==> src/rtl/moore_seq_detect_if.sv <==
// Bundles the step, symbol, configuration and status signals of the Moore sequence detector.
// The board top level is the master; the detector is the slave.
interface moore_seq_detect_if #(
  parameter int SYM_W   = 2,
  parameter int MAX_LEN = 4,
  parameter int CNT_W   = 8
);
  localparam int ST_W = $clog2(MAX_LEN + 1);

  logic                     ctrl_in;
  logic [SYM_W-1:0]         sw_in;
  logic [MAX_LEN*SYM_W-1:0] pat_in;
  logic [ST_W-1:0]          len_in;
  logic                     mode_in;
  logic [ST_W-1:0]          state_in;
  logic [ST_W-1:0]          state;
  logic                     out;
  logic [CNT_W-1:0]         match_count;
  logic                     count_sat;

  modport master (
    output ctrl_in, sw_in, pat_in, len_in, mode_in, state_in,
    input  state, out, match_count, count_sat
  );

  modport slave (
    input  ctrl_in, sw_in, pat_in, len_in, mode_in, state_in,
    output state, out, match_count, count_sat
  );
endinterface

==> src/rtl/moore_seq_detect.sv <==
// Moore detector for a configurable switch-symbol pattern with restart/latch modes
// and a saturating match counter; configuration is captured only on reset.
module moore_seq_detect #(
  parameter int SYM_W   = 2,
  parameter int MAX_LEN = 4,
  parameter int CNT_W   = 8
) (
  input logic                clk,
  input logic                reset,
  moore_seq_detect_if.slave  bus
);
  localparam int ST_W = $clog2(MAX_LEN + 1);
  localparam int NSYM = 2 ** ST_W;
  localparam logic [ST_W-1:0]  MAX_ST  = ST_W'(MAX_LEN);
  localparam logic [ST_W-1:0]  ONE_ST  = ST_W'(1);
  localparam logic [CNT_W-1:0] CNT_MAX = '1;

  typedef enum logic {MODE_RESTART = 1'b0, MODE_LATCH = 1'b1} mode_e;

  logic [MAX_LEN*SYM_W-1:0] pat_q;
  logic [ST_W-1:0]          len_q;
  mode_e                    mode_q;
  logic [ST_W-1:0]          state_q, state_d;
  logic                     out_q;
  logic [CNT_W-1:0]         cnt_q, cnt_d;
  logic                     sat_q;

  logic [ST_W-1:0]          len_clamp;
  logic [ST_W-1:0]          state_init;
  logic                     count_hit;
  logic [SYM_W-1:0]         pat_sym [NSYM];

  // Table padded to a power of two so any state value indexes it safely.
  genvar gi;
  generate
    for (gi = 0; gi < NSYM; gi++) begin : g_sym
      if (gi < MAX_LEN) begin : g_used
        assign pat_sym[gi] = pat_q[gi*SYM_W +: SYM_W];
      end else begin : g_pad
        assign pat_sym[gi] = '0;
      end
    end
  endgenerate

  always_comb begin
    len_clamp = bus.len_in;
    if (bus.len_in == '0)
      len_clamp = ONE_ST;
    else if (bus.len_in > MAX_ST)
      len_clamp = MAX_ST;
    state_init = (bus.state_in <= len_clamp) ? bus.state_in : '0;
  end

  // Fallback on mismatch only considers the first pattern symbol.
  always_comb begin
    state_d = state_q;
    if (bus.ctrl_in) begin
      if (state_q == len_q) begin
        if (mode_q == MODE_RESTART)
          state_d = (bus.sw_in == pat_sym[0]) ? ONE_ST : '0;
      end else if (bus.sw_in == pat_sym[state_q]) begin
        state_d = state_q + ONE_ST;
      end else if (bus.sw_in == pat_sym[0]) begin
        state_d = ONE_ST;
      end else begin
        state_d = '0;
      end
    end
  end

  always_comb begin
    count_hit = bus.ctrl_in && (state_d == len_q) &&
                ((state_q != len_q) || (mode_q == MODE_RESTART));
    cnt_d = cnt_q;
    if (count_hit && (cnt_q != CNT_MAX))
      cnt_d = cnt_q + CNT_W'(1);
  end

  always_ff @(posedge clk) begin
    if (reset) begin
      pat_q   <= bus.pat_in;
      len_q   <= len_clamp;
      mode_q  <= mode_e'(bus.mode_in);
      state_q <= state_init;
      out_q   <= (state_init == len_clamp);
      cnt_q   <= '0;
      sat_q   <= 1'b0;
    end else if (bus.ctrl_in) begin
      state_q <= state_d;
      out_q   <= (state_d == len_q);
      cnt_q   <= cnt_d;
      sat_q   <= (cnt_d == CNT_MAX);
    end
  end

  assign bus.state       = state_q;
  assign bus.out         = out_q;
  assign bus.match_count = cnt_q;
  assign bus.count_sat   = sat_q;
endmodule

==> src/flat_wrapper.sv <==
// flat-port wrapper written by rule: the top's interface ports become plain ports
module moore_seq_detect_flat 
#(
  parameter int SYM_W   = 2,
  parameter int MAX_LEN = 4,
  parameter int CNT_W   = 8
)
  (clk, reset, bus_ctrl_in, bus_sw_in, bus_pat_in, bus_len_in, bus_mode_in, bus_state_in, bus_state, bus_out, bus_match_count, bus_count_sat);
  moore_seq_detect_if #(.SYM_W(SYM_W), .MAX_LEN(MAX_LEN), .CNT_W(CNT_W)) bus_i ();
  input logic clk;
  input logic reset;
  input wire logic [$bits(bus_i.ctrl_in)-1:0] bus_ctrl_in;
  input wire logic [$bits(bus_i.sw_in)-1:0] bus_sw_in;
  input wire logic [$bits(bus_i.pat_in)-1:0] bus_pat_in;
  input wire logic [$bits(bus_i.len_in)-1:0] bus_len_in;
  input wire logic [$bits(bus_i.mode_in)-1:0] bus_mode_in;
  input wire logic [$bits(bus_i.state_in)-1:0] bus_state_in;
  output wire logic [$bits(bus_i.state)-1:0] bus_state;
  output wire logic [$bits(bus_i.out)-1:0] bus_out;
  output wire logic [$bits(bus_i.match_count)-1:0] bus_match_count;
  output wire logic [$bits(bus_i.count_sat)-1:0] bus_count_sat;
  assign bus_i.ctrl_in = bus_ctrl_in;
  assign bus_i.sw_in = bus_sw_in;
  assign bus_i.pat_in = bus_pat_in;
  assign bus_i.len_in = bus_len_in;
  assign bus_i.mode_in = bus_mode_in;
  assign bus_i.state_in = bus_state_in;
  assign bus_state = bus_i.state;
  assign bus_out = bus_i.out;
  assign bus_match_count = bus_i.match_count;
  assign bus_count_sat = bus_i.count_sat;
  moore_seq_detect #(.SYM_W(SYM_W), .MAX_LEN(MAX_LEN), .CNT_W(CNT_W)) u_core (.clk(clk), .reset(reset), .bus(bus_i));
endmodule
==> config.mk <==
export PLATFORM = sky130hd
export DESIGN_NAME = moore_seq_detect_flat
export DESIGN_NICKNAME = d
export VERILOG_FILES = /design/src/rtl/moore_seq_detect_if.sv /design/src/rtl/moore_seq_detect.sv /design/src/flat_wrapper.sv
export SDC_FILE = /design/constraint.sdc
export NUM_CORES = 1
export LEC_CHECK = 0
export ABC_CLOCK_PERIOD_IN_PS = 4100
export BUFFER_PORTS_ARGS = -buffer_cell sky130_fd_sc_hd__buf_2
export CORE_MARGIN = 8
export CORE_UTILIZATION = 50
export CTS_CLUSTER_SIZE = 16
export DETAILED_ROUTE_END_ITERATION = 8
export PLACE_DENSITY_LB_ADDON = 0.25
export SLEW_MARGIN = 0
export SYNTH_ARGS = -nofsm -noshare
export SYNTH_HDL_FRONTEND = slang
export SYNTH_SLANG_ARGS = --single-unit
==> constraint.sdc <==
create_clock -name clk -period 4.1 [get_ports clk]
set_input_delay 0.41 -clock clk [delete_from_list [all_inputs] [get_ports clk]]
set_output_delay 0.41 -clock clk [all_outputs]
set_load 0.02 [all_outputs]
Word-level counts from Yosys, hierarchy flattened. Index checks and enable logic that the tools add are counted.

Add/subtract/negate cells: 2. Order comparisons: 3. Equal/unequal tests: 8. Muxes and demuxes: 16. Bitwise logic cells: 2. Reductions and logical operators: 6.

Operators with widths (number): 3-bit two-way mux (9); 3-bit == test (3); 8-bit by 1-bit adder with 8-bit output, second input constant (1); 8-bit == test, second input constant (1); 8-bit two-way mux (1); 8-bit inequality test, second input constant (1); 2-bit binary-select mux with 3-bit select (1); 2-bit == test (2); 4-bit >= comparator, second input constant (1); 2-bit two-way mux (2); 3-bit inverter with 4-bit output (1); 3-bit by 1-bit adder with 3-bit output, second input constant (1); 3-bit > comparator, second input constant (1); 3-bit less-or-equal comparator (1); 1-bit logical AND (3); 3-bit zero test (1); 1-bit two-way mux (3); 3-bit inequality test (1); 2-bit nonzero test (1); 1-bit logical OR (1); 1-bit inverter (1).

Register bits after elaboration: 25. Bits of input ports: 20. Word-level logic and storage cells: 44.

Longest topological paths before layout. Gate-level depths: netlist (run 1).

Word-level depth: 14. Mapped depth: 12.

Worst setup path after synthesis (run 1). No wires, ideal clock.

Path kind: register to register. From: register u_core.state_q[0], in the netlist u_core.bus.state[0]. To: register u_core.cnt_q[3], in the netlist u_core.bus.match_count[3]. Setup time: 0.071 ns. Data arrival time: 2.989 ns. Data required time: 4.029 ns. Path slack: 1.041 ns. Cell stages (with the launch flop): 10. Path buffers: 1. Period minus slack after synthesis: 3.059 ns. Cell sequence: edfxtp_1 > mux4_1 > xor2_1 > a2bb2oi_2 > nand2_1 > a222oi_1 > nand4_2 > buf_6 > or3_1 > a21oi_1.

Cells in the longest elaborated chain, start to end: 13. Elaborated cells on any way between the ends: 18.

RTL lines: start: declaration (RTL line moore_seq_detect.sv:23) `logic [ST_W-1:0] state_q, state_d;`; start signal: assignment (RTL line moore_seq_detect.sv:84) `state_q <= state_init;`; start signal: assignment (RTL line moore_seq_detect.sv:89) `state_q <= state_d;`; 3-bit inverter with 4-bit output (not written as such) (RTL line moore_seq_detect.sv:61) `end else if (bus.sw_in == pat_sym[state_q]) begin`; 2-bit binary-select mux with 3-bit select (RTL line moore_seq_detect.sv:61); 2-bit two-way mux (not written as such) (2 in a row) (RTL line moore_seq_detect.sv:61); 2-bit == test (RTL line moore_seq_detect.sv:61); 3-bit two-way mux (RTL line moore_seq_detect.sv:61); 3-bit two-way mux (RTL line moore_seq_detect.sv:58) `if (state_q == len_q) begin`; 3-bit two-way mux (RTL line moore_seq_detect.sv:57) `if (bus.ctrl_in) begin`; 3-bit == test (RTL line moore_seq_detect.sv:72) `count_hit = bus.ctrl_in && (state_d == len_q) &&`; 1-bit logical AND (RTL line moore_seq_detect.sv:72); 1-bit logical AND (*) (RTL line moore_seq_detect.sv:72); 1-bit logical AND (*) (RTL line moore_seq_detect.sv:75) `if (count_hit && (cnt_q != CNT_MAX))`; 8-bit two-way mux (*) (RTL line moore_seq_detect.sv:75); end signal: assignment (RTL line moore_seq_detect.sv:91) `cnt_q <= cnt_d;`; end: declaration (RTL line moore_seq_detect.sv:25) `logic [CNT_W-1:0] cnt_q, cnt_d;`.

Mark *: on every way between the ends. The rest lies on a longest branch, timed or not. The select of a mux whose other input is x is not followed. A chain may end at the register's enable or synchronous reset.

Worst setup path after layout (run 1).
From: register u_core.state_q[0], in the netlist u_core.bus.state[0]. To: register u_core.sat_q, in the netlist u_core.bus.count_sat.

Cells in the longest elaborated chain, start to end: 14. Elaborated cells on any way between the ends: 19.

RTL lines: 3-bit inverter with 4-bit output (not written as such) (RTL line moore_seq_detect.sv:61); 2-bit binary-select mux with 3-bit select (RTL line moore_seq_detect.sv:61); 2-bit two-way mux (not written as such) (2 in a row) (RTL line moore_seq_detect.sv:61); 2-bit == test (RTL line moore_seq_detect.sv:61); 3-bit two-way mux (RTL line moore_seq_detect.sv:61); 3-bit two-way mux (RTL line moore_seq_detect.sv:58); 3-bit two-way mux (RTL line moore_seq_detect.sv:57); 3-bit == test (RTL line moore_seq_detect.sv:72); 1-bit logical AND (RTL line moore_seq_detect.sv:72); 1-bit logical AND (*) (RTL line moore_seq_detect.sv:72); 1-bit logical AND (*) (RTL line moore_seq_detect.sv:75); 8-bit two-way mux (*) (RTL line moore_seq_detect.sv:75); 8-bit == test (*) (RTL line moore_seq_detect.sv:92) `sat_q <= (cnt_d == CNT_MAX);`; end signal: assignment (RTL line moore_seq_detect.sv:92); end: declaration (RTL line moore_seq_detect.sv:26) `logic sat_q;`.

Marks and branches as above.

==> results of run 1 <==
-- cell type report --
cell class	instances	share of cell area, %
Timing Repair Buffer	33	8.83
Multi-Input combinational cell	127	49.1
Clock buffer	3	1.19
Inverter	13	2.57
Sequential cell	25	34.8
Clock inverter	1	0.461
Tap cell	46	3.03
-- final timing paths --
path | end | slack (ps) | from | depth (start not counted)
worst max-delay path | u_core.bus.count_sat$_SDFFE_PP0P_ | 720 | u_core.bus.state[0]$_DFFE_PP_ | 9
worst min register to register | u_core.bus.count_sat$_SDFFE_PP0P_ | 500 | u_core.bus.count_sat$_SDFFE_PP0P_ | 2
worst max register to register | u_core.bus.count_sat$_SDFFE_PP0P_ | 720 | u_core.bus.state[0]$_DFFE_PP_ | 9
worst min-delay path | u_core.pat_q[2]$_DFFE_PP_ | 230 | bus_pat_in[2] | 1
-- metal layers --
layer,vias up,track usage (%),share of wire (%)
met4,0,2.88,0.74
met3,4,3.23,5.4
li1,711,-,-
met1,682,18.5,43
met2,45,25.7,50
met5,-,0,0
-- state kept, by name, indices dropped and copies added, names as in the netlist --
register and cells:
u_core.bus.out 1, u_core.bus.count_sat 1, u_core.bus.state 3, u_core.pat_q 8, u_core.len_q 3, u_core.bus.match_count 8, u_core.mode_q 1
-- metrics by stage --
step | util (%) | instance area [um2]
after floorplan | - | 1690
after detailed placement | 56.8 | 1870
after global placement | 56.8 | 1870
after CTS | 57.8 | 1900
after global routing | 57.8 | 1900
final | 57.8 | 1900
-- worst max-delay path: stages (launching register included) --
cell and delay, ps:
edfxtp_1 390, mux4_1 670, xor2_1 300, a2bb2oi_2 210
nand2_1 150, a222oi_1 470, nand4_2 440, and4bb_2 430
a311oi_1 50, o41ai_2 200
-- synthesized netlist by cell type, types with 2 or more instances --
cell type | number | area, um2
o22ai_1 | 2 | 12.5
and2_1 | 3 | 18.8
and3_1 | 2 | 12.5
ha_1 | 5 | 62.6
nor3_1 | 2 | 10.0
a31oi_1 | 4 | 25.0
nand3_1 | 9 | 45.0
o21a_1 | 2 | 15.0
a311oi_1 | 4 | 35.0
nand2_1 | 15 | 56.3
nor4_1 | 2 | 12.5
nor2_1 | 11 | 41.3
nor3_2 | 3 | 30.0
edfxtp_1 | 16 | 480
mux2i_1 | 3 | 30.0
clkbuf_1 | 5 | 18.8
inv_1 | 13 | 48.8
o21ai_1 | 4 | 20.0
dfxtp_1 | 9 | 180
xor2_1 | 3 | 26.3
buf_6 | 2 | 22.5
o21ai_0 | 4 | 20.0
a21oi_1 | 8 | 40.0
xnor2_1 | 12 | 105
-- report_power, final --
part           internal [mW]  switching [mW]  total [mW]
Sequential             0.288          0.0181       0.306
Combinational         0.0789           0.117       0.196
Clock                 0.0399          0.0873       0.127
-- cells by family (layout without fill, tap and decap cells) --
kind of cell	count (synthesis)	count (layout)
and+or+nand+nor	59	59
buffers and inverters	21	50
DFF	25	25
AOI/OAI and AO/OA	43	43
xor gates and xnor gates	15	15
muxes	5	5
adders and majority gates	5	5
==> impl_metrics.yaml, run 1 <==
setup_path:
  critPathKind: "flip-flop to flip-flop"
  startpoint_type: "flip-flop"
  critPathCaptureType: "flip-flop"
  arrival_ps: 3640
  crit_path_max_fanout: 14
  crit_required_ps: 4360
timing:
  slew_violations: 0
  setup-violations-final: 0
  timing.setup.tns_ps: 0
  skew_ps: 6.86
  max_freq_mhz: 296
  hold_viol_final: 0
  fin_hold_ws_ps: 232
  worst_pin_slew_ps: 594
  fin_crit_ps: 3380
  finalWorstSetupSlack_ps: 724
  fin_crit_sh_pct: 82.3
  slew_headroom_pct: 60.4
  rsz0062_at_grt: "false"
yosys:
  ys_types: 54
  synthAdderAreaFrac_pct: 3.71
  synth-main-ff-cell: "edfxtp_1"
  ys_ff_latch: 25
  async_reset_ff_share_pct: 0
  syn-cell-area_um2: 1690
  synth-compound-area-share_pct: 18.9
  synth_xor_area_share_pct: 7.78
  synthMuxAreaShare_pct: 4.67
  synth_top_family_by_area: "simple AND/OR/NAND/NOR gates"
  netlist_instances: 173
  yosysSeqAreaShare_pct: 39.1
  ys.warnings.count: 0
  avgSynthCellArea_um2: 9.76
  syn_nets: 198
  synth-simple-area-share_pct: 20.2
  synth_edf_count: 16
die:
  rows: 21
  start_util_pct: 51.4
  fp.dieW_um: 74.1
  io_pins: 33
  core_um2: 3280
  die_area_um2: 5490
  fp.dieH_um: 74.1
grt:
  first_global_vias: 1436
  grt_pass1_wl_um: 6560
  grt.overflow.total: 0
  grt_max_degree: 30
  antenna_found_initial: 0
  grt_usage_pct: 14.9
cells_and_area:
  nNetsFinal: 228
  syn2layout_area_growth_pct: 12.5
  diodes: 0
  final_common_cell: "buf_2"
  seq_area_um2: 661
  fillers: 301
  layout_common_cells: "buf_2, edfxtp_1, nand2_1, inv_1, xnor2_1"
  drive_gt1_share_pct: 24.8
  instances_no_fill: 248
  multi_input_comb_area_um2: 932
routing:
  drcViolationCount: 0
  drtAntennaViolNets: 0
  num_vias: 1442
  drt_wl_total_um: 3810
  drtIter0Drc: 111
  dr.pass1.iters: 7
  wl_per_cell_um: 15.3
  viasPerCell: 5.81
placed_design:
  io_buffer_count: 32
  dp_cells: 244
  post-place-ws_ps: 765
  dpl.hpwl_um: 2930
  place.gp.congestion: 0.932
clock_network:
  clockBufferDepth: 2
  cts_buffers: 3
  cts.sinks: 25
  clk_latency_ps: 340
  cts_tree: "yes"
  clk_pin_slew_worst_paths_ps: 160
  htreeDepth: 1
  hold_buffers: 0
  root_buffer: "clkbuf_4"
  cts_resized: 0
  post-cts-setup-buffer-count: 0
worst_hold_path:
  hold_class: "input port to flip-flop"
power:
  power_leakage_nw: 0.768
  total_power_mw: 0.630
  p_per_area_nw_per_um2: 332
  ir_drop_v: 0.000201
status:
  status: "finished clean"
job:
  cap_violations: 0
Power figures use the tool's default switching activity.
==> inputs of run 2 (changes only) <==
--- a/config.mk
+++ b/config.mk
@@ -5,10 +5,10 @@
 export SDC_FILE = /design/constraint.sdc
 export NUM_CORES = 1
 export LEC_CHECK = 0
-export ABC_CLOCK_PERIOD_IN_PS = 4100
+export ABC_CLOCK_PERIOD_IN_PS = 2870
 export BUFFER_PORTS_ARGS = -buffer_cell sky130_fd_sc_hd__buf_2
 export CORE_MARGIN = 8
-export CORE_UTILIZATION = 50
+export CORE_UTILIZATION = 49
 export CTS_CLUSTER_SIZE = 16
 export DETAILED_ROUTE_END_ITERATION = 8
 export PLACE_DENSITY_LB_ADDON = 0.25
==> constraint.sdc (replaced) <==
create_clock -name clk -period 2.87 [get_ports clk]
set_input_delay 0.287 -clock clk [delete_from_list [all_inputs] [get_ports clk]]
set_output_delay 0.287 -clock clk [all_outputs]
set_load 0.02 [all_outputs]
==> impl_metrics.yaml, run 2 (synthesis results as in run 1) <==
clock_network:
  clk_latency_ps: 310
  clockBufferDepth: 2
  cts.sinks: 25
  clk_pin_slew_worst_paths_ps: 140
  htreeDepth: 1
  cts_buffers: 3
  root_buffer: "clkbuf_4"
  hold_buffers: 0
  cts_tree: "yes"
job:
  cap_violations: 0
grt:
  grt_pass1_wl_um: 6320
  antenna_found_initial: 0
  grt.overflow.total: 0
  grt_usage_pct: 14.4
  grt_max_degree: 30
  first_global_vias: 1376
placed_design:
  place.gp.congestion: 0.902
  dpl.hpwl_um: 3070
  dp_cells: 257
  dpl_cell_area_um2: 1960
  io_buffer_count: 32
timing:
  rsz0062_at_grt: "true"
  max_freq_mhz: 345
  worst_pin_slew_ps: 586
  slew_headroom_pct: 60.9
  fin_crit_ps: 2900
  slew_violations: 0
  finalWorstSetupSlack_ps: -29.5
  setup-violations-final: 1
  fin_crit_sh_pct: 101
  skew_ps: 13.0
  hold_viol_final: 0
cells_and_area:
  instances_no_fill: 263
  syn2layout_area_growth_pct: 20.7
  nNetsFinal: 243
  drive_gt1_share_pct: 32.7
  layout_common_cells: "buf_2, edfxtp_1, buf_4, nand2_1, inv_1"
  fillers: 307
  finalInstanceArea_um2: 2040
  final_common_cell: "buf_2"
  diodes: 0
  multi_input_comb_area_um2: 960
  seq_area_um2: 661
routing:
  drcViolationCount: 0
  drtIter0Drc: 122
  viasPerCell: 5.65
  num_vias: 1485
  drt_wl_total_um: 3940
  wl_per_cell_um: 15.0
  drtAntennaViolNets: 0
  dr.pass1.iters: 4
setup_path:
  startpoint_type: "flip-flop"
  critPathCaptureType: "flip-flop"
  critPathKind: "flip-flop to flip-flop"
  crit_path_max_fanout: 12
  arrival_ps: 3120
  crit_required_ps: 3090
die:
  io_pins: 33
  start_util_pct: 51.0
  fp.dieW_um: 74.7
  rows: 21
  die_area_um2: 5580
  fp.dieH_um: 74.7
  core_um2: 3310
worst_hold_path:
  hold_class: "input port to flip-flop"
status:
  violations: "setup timing"
  status: "complete, but fails checks"
power:
  power_leakage_nw: 0.841
  ir_drop_v: 0.000265
  p_per_area_nw_per_um2: 460
  total_power_mw: 0.937
==> run 2: per-layer routing <==
metal	wire length, um	part of all wire [%]	vias up	GRT usage, %
li1	-	-	737	-
met1	1750	44	713	18.7
met2	1990	51	29	23.8
met3	129	3.3	6	1.86
met4	64	1.6	0	5.22
met5	0	0	-	0
==> run 2: final cells by class <==
class	instances	area share [%]
inverters	13	2.40
flip-flops and latches	25	32.4
well taps	46	2.83
clock buffers	4	1.29
repair buffers	48	13.9
multi-input cells	127	47.1
==> run 2: final timing paths <==
path                            slack [ps]  depth (start not counted)                                end                              start
worst min-delay path                   150                          1          u_core.pat_q[0]$_DFFE_PP_                      bus_pat_in[0]
worst min register to register         490                          2  u_core.bus.count_sat$_SDFFE_PP0P_  u_core.bus.count_sat$_SDFFE_PP0P_
worst max register to register         -30                         12  u_core.bus.count_sat$_SDFFE_PP0P_      u_core.bus.state[0]$_DFFE_PP_
worst max-delay path                   -30                         12  u_core.bus.count_sat$_SDFFE_PP0P_      u_core.bus.state[0]$_DFFE_PP_
==> run 2: what timing repair did <==
| action | CTS | global route |
|---|---|---|
| resized for setup | 7 | 1 |
| cloned | 0 | 0 |
| endpoints found under the setup margin | 3 | 9 |
| setup buffers | 1 | 1 |
| hold endpoints to repair | 0 | 0 |
| pin swaps | 2 | 2 |
==> run 2: through the flow <==
step                      hold slack [ps]  setup TNS [ps]  utilization [%]  setup slack, ps
after floorplan                       386            -218                -             -104
after global placement                445               0             59.2             25.0
after detailed placement              457           -82.1             59.2            -76.5
after CTS                             139           -78.6             61.1            -78.6
after global routing                  129            -327             61.5             -179
final                                 150           -29.5             61.5            -29.5
==> run 2: power breakdown <==
group,internal [mW],total [mW],switching (mW)
registers,0.412,0.433,0.0218
logic,0.159,0.350,0.192
clock network,0.0542,0.154,0.0994
==> run 2: worst max-delay path, cell delays in order, from the launching register on <==
cell	delay (ps)
edfxtp_1	460
mux4_2	570
buf_4	170
nand3_2	80
a2bb2oi_2	170
buf_4	140
and4_1	220
o21ai_2	90
nand4_2	100
buf_6	150
and4bb_2	240
a311oi_1	340
o41ai_2	90
==> inputs of run 3 (changes only) <==
--- a/config.mk
+++ b/config.mk
@@ -5,8 +5,10 @@
 export SDC_FILE = /design/constraint.sdc
 export NUM_CORES = 1
 export LEC_CHECK = 0
+export ABC_AREA = 1
 export ABC_CLOCK_PERIOD_IN_PS = 2870
 export BUFFER_PORTS_ARGS = -buffer_cell sky130_fd_sc_hd__buf_2
+export CORE_ASPECT_RATIO = 1.2
 export CORE_MARGIN = 8
 export CORE_UTILIZATION = 49
 export CTS_CLUSTER_SIZE = 16
==> impl_metrics.yaml, run 3 <==
worst_hold_path:
  holdPathStages: 1
  hold_class: "input port to flip-flop"
  hold_path_end: "u_core.mode_q$_DFFE_PP_"
  min_from: "bus_mode_in"
setup_path:
  r2r-start: "u_core.bus.state[0]$_DFFE_PP_"
  crit_family: "simple AND/OR/NAND/NOR gates"
  critPathKind: "flip-flop to flip-flop"
  cp.buffers_inverters: 0
  r2r_setup_slack_ps: 470
  crit_path_max_fanout: 13
  arrival_ps: 2670
  r2r_cells: 13
  slowest_delay_ps: 570
  cp_slowest_cell: "edfxtp_1"
  startpoint_type: "flip-flop"
  regToRegEndpoint: "u_core.bus.count_sat$_SDFFE_PP0P_"
  critPathCaptureType: "flip-flop"
  worstPathCellList: "xnor2_1 > nand3_2 > o21ai_2 > nand2_1 > nand3_1 > nand2_2 > nor2_8 > nand3_4 > o21ai_0 > nand2_1 > nor2_1 > nand2_1 > nand2_1"
  crit_required_ps: 3150
  path_common_cell: "nand2_1"
grt:
  grt_max_degree: 24
  grt_pass1_wl_um: 5460
  antenna_found_initial: 0
  first_global_vias: 1298
  grt.overflow.total: 0
  grt_usage_pct: 12.8
power:
  ir_drop_v: 0.000332
  power_leakage_nw: 0.873
  p_per_area_nw_per_um2: 462
die:
  fp.dieW_um: 68.1
  io_pins: 33
  core_um2: 3080
  start_util_pct: 51.7
  rows: 22
  die_area_um2: 5350
  fp.dieH_um: 78.5
clock_network:
  cts_buffers: 3
  clk_latency_ps: 320
  post-cts-setup-buffer-count: 0
  root_buffer: "clkbuf_4"
  cts.sinks: 25
  clockBufferDepth: 2
  hold_buffers: 0
  cts_tree: "yes"
  htreeDepth: 1
  clk_pin_slew_worst_paths_ps: 130
  cts_resized: 0
yosys:
  ys.warnings.count: 0
  synthTopCellsByCount: "nand2_1, inv_1, edfxtp_1, nand3_1, nor2_1"
  ys_ff_latch: 25
  syn-cell-area_um2: 1600
  netlist_instances: 204
  yosysMostFrequentCell: "nand2_1"
  yosysTopAreaCell: "edfxtp_1"
  async_reset_ff_share_pct: 0
  ys_types: 25
  synth-main-ff-cell: "edfxtp_1"
  syn_nets: 229
  yosysSeqAreaShare_pct: 41.4
  yosysTopAreaCellShare_pct: 30.1
  avgSynthCellArea_um2: 7.82
  synth_edf_count: 16
  ys_top_cells_by_area: "edfxtp_1, nand2_1, dfxtp_1, inv_1, nand3_1"
timing:
  fin_crit_sh_pct: 83.5
  hold_viol_final: 0
  max_freq_mhz: 417
  fin_crit_ps: 2400
  skew_ps: 2.16
  slew_headroom_pct: 67.1
  rsz0062_at_grt: "false"
  slew_violations: 0
  worst_pin_slew_ps: 487
  timing.setup.tns_ps: 0
  fin_hold_ws_ps: 128
  setup-violations-final: 0
placed_design:
  dpl.hpwl_um: 2630
  place.gp.congestion: 0.812
  dp_cells: 268
  io_buffer_count: 32
cells_and_area:
  nNetsFinal: 262
  syn2layout_area_growth_pct: 12.8
  instances_no_fill: 272
  diodes: 0
  final_common_cell: "nand2_1"
  layout_common_cells: "nand2_1, inv_1, buf_2, nand3_1, edfxtp_1"
  drive_gt1_share_pct: 20.8
status:
  status: "finished clean"
routing:
  dr.pass1.iters: 4
  num_vias: 1350
  drtIter0Drc: 52
  viasPerCell: 4.96
  drt_wl_total_um: 3210
  drcViolationCount: 0
  drtAntennaViolNets: 0
  wl_per_cell_um: 11.8
job:
  cap_violations: 0
run 3: report_power, final:
| part | internal (mW) | switching, mW | leakage [nW] |
|---|---|---|---|
| registers | 0.411 | 0.0250 | 0.233 |
| logic | 0.0856 | 0.148 | 0.622 |
| clock network | 0.0543 | 0.107 | 0.0183 |
| total | 0.551 | 0.279 | 0.873 |
run 3: logic make-up after synthesis:
logic type / after synthesis / share of synthesized area [%]
compound gates: 21 / 7.76
buf+inv: 39 / 10.3
xor+xnor: 14 / 7.69
fa+ha+maj: 5 / 3.92
flops: 25 / 41.4
simple gates: 100 / 28.9
run 3: routing by layer:
layer	global-route usage (%)	share of wire, %	wire (um)	up-vias
met5	0	0	0	-
met4	5.54	1.7	53	0
met3	2.98	5.1	165	5
met2	20.7	49	1580	23
met1	15.5	44	1420	605
li1	-	-	-	717
run 3: area by class of cell:
class | count | area, um2
fill | 308 | 1280
multi-input combinational | 140 | 771
sequential | 25 | 661
timing repair buffer | 32 | 160
inverter | 35 | 134
tap | 36 | 45.0
clock buffer | 3 | 22.5
clock inverter | 1 | 6.26
run 3: worst max-delay path by stage:
stage                                  start                           endpoint  slack (ps)  depth (start not counted)
5_1_grt        u_core.bus.state[0]$_DFFE_PP_  u_core.bus.count_sat$_SDFFE_PP0P_         150                         15
2_1_floorplan  u_core.bus.state[0]$_DFFE_PP_  u_core.bus.count_sat$_SDFFE_PP0P_         670                         15
4_1_cts        u_core.bus.state[0]$_DFFE_PP_  u_core.bus.count_sat$_SDFFE_PP0P_         440                         13
3_3_place_gp   u_core.bus.state[0]$_DFFE_PP_  u_core.bus.count_sat$_SDFFE_PP0P_         520                         13
3_5_place_dp   u_core.bus.state[0]$_DFFE_PP_  u_core.bus.count_sat$_SDFFE_PP0P_         470                         13
6_report       u_core.bus.state[0]$_DFFE_PP_  u_core.bus.count_sat$_SDFFE_PP0P_         470                         13
run 3: through the flow:
stage                     utilization [%]  area [um2]  worst slack [ps]  power (mW)
after floorplan                         -        1600               671       0.625
after global placement               57.4        1770               525       0.675
after detailed placement             57.4        1770               470       0.681
after CTS                            58.4        1800               439       0.843
after global routing                 58.4        1800               150       0.887
final                                58.4        1800               475       0.831
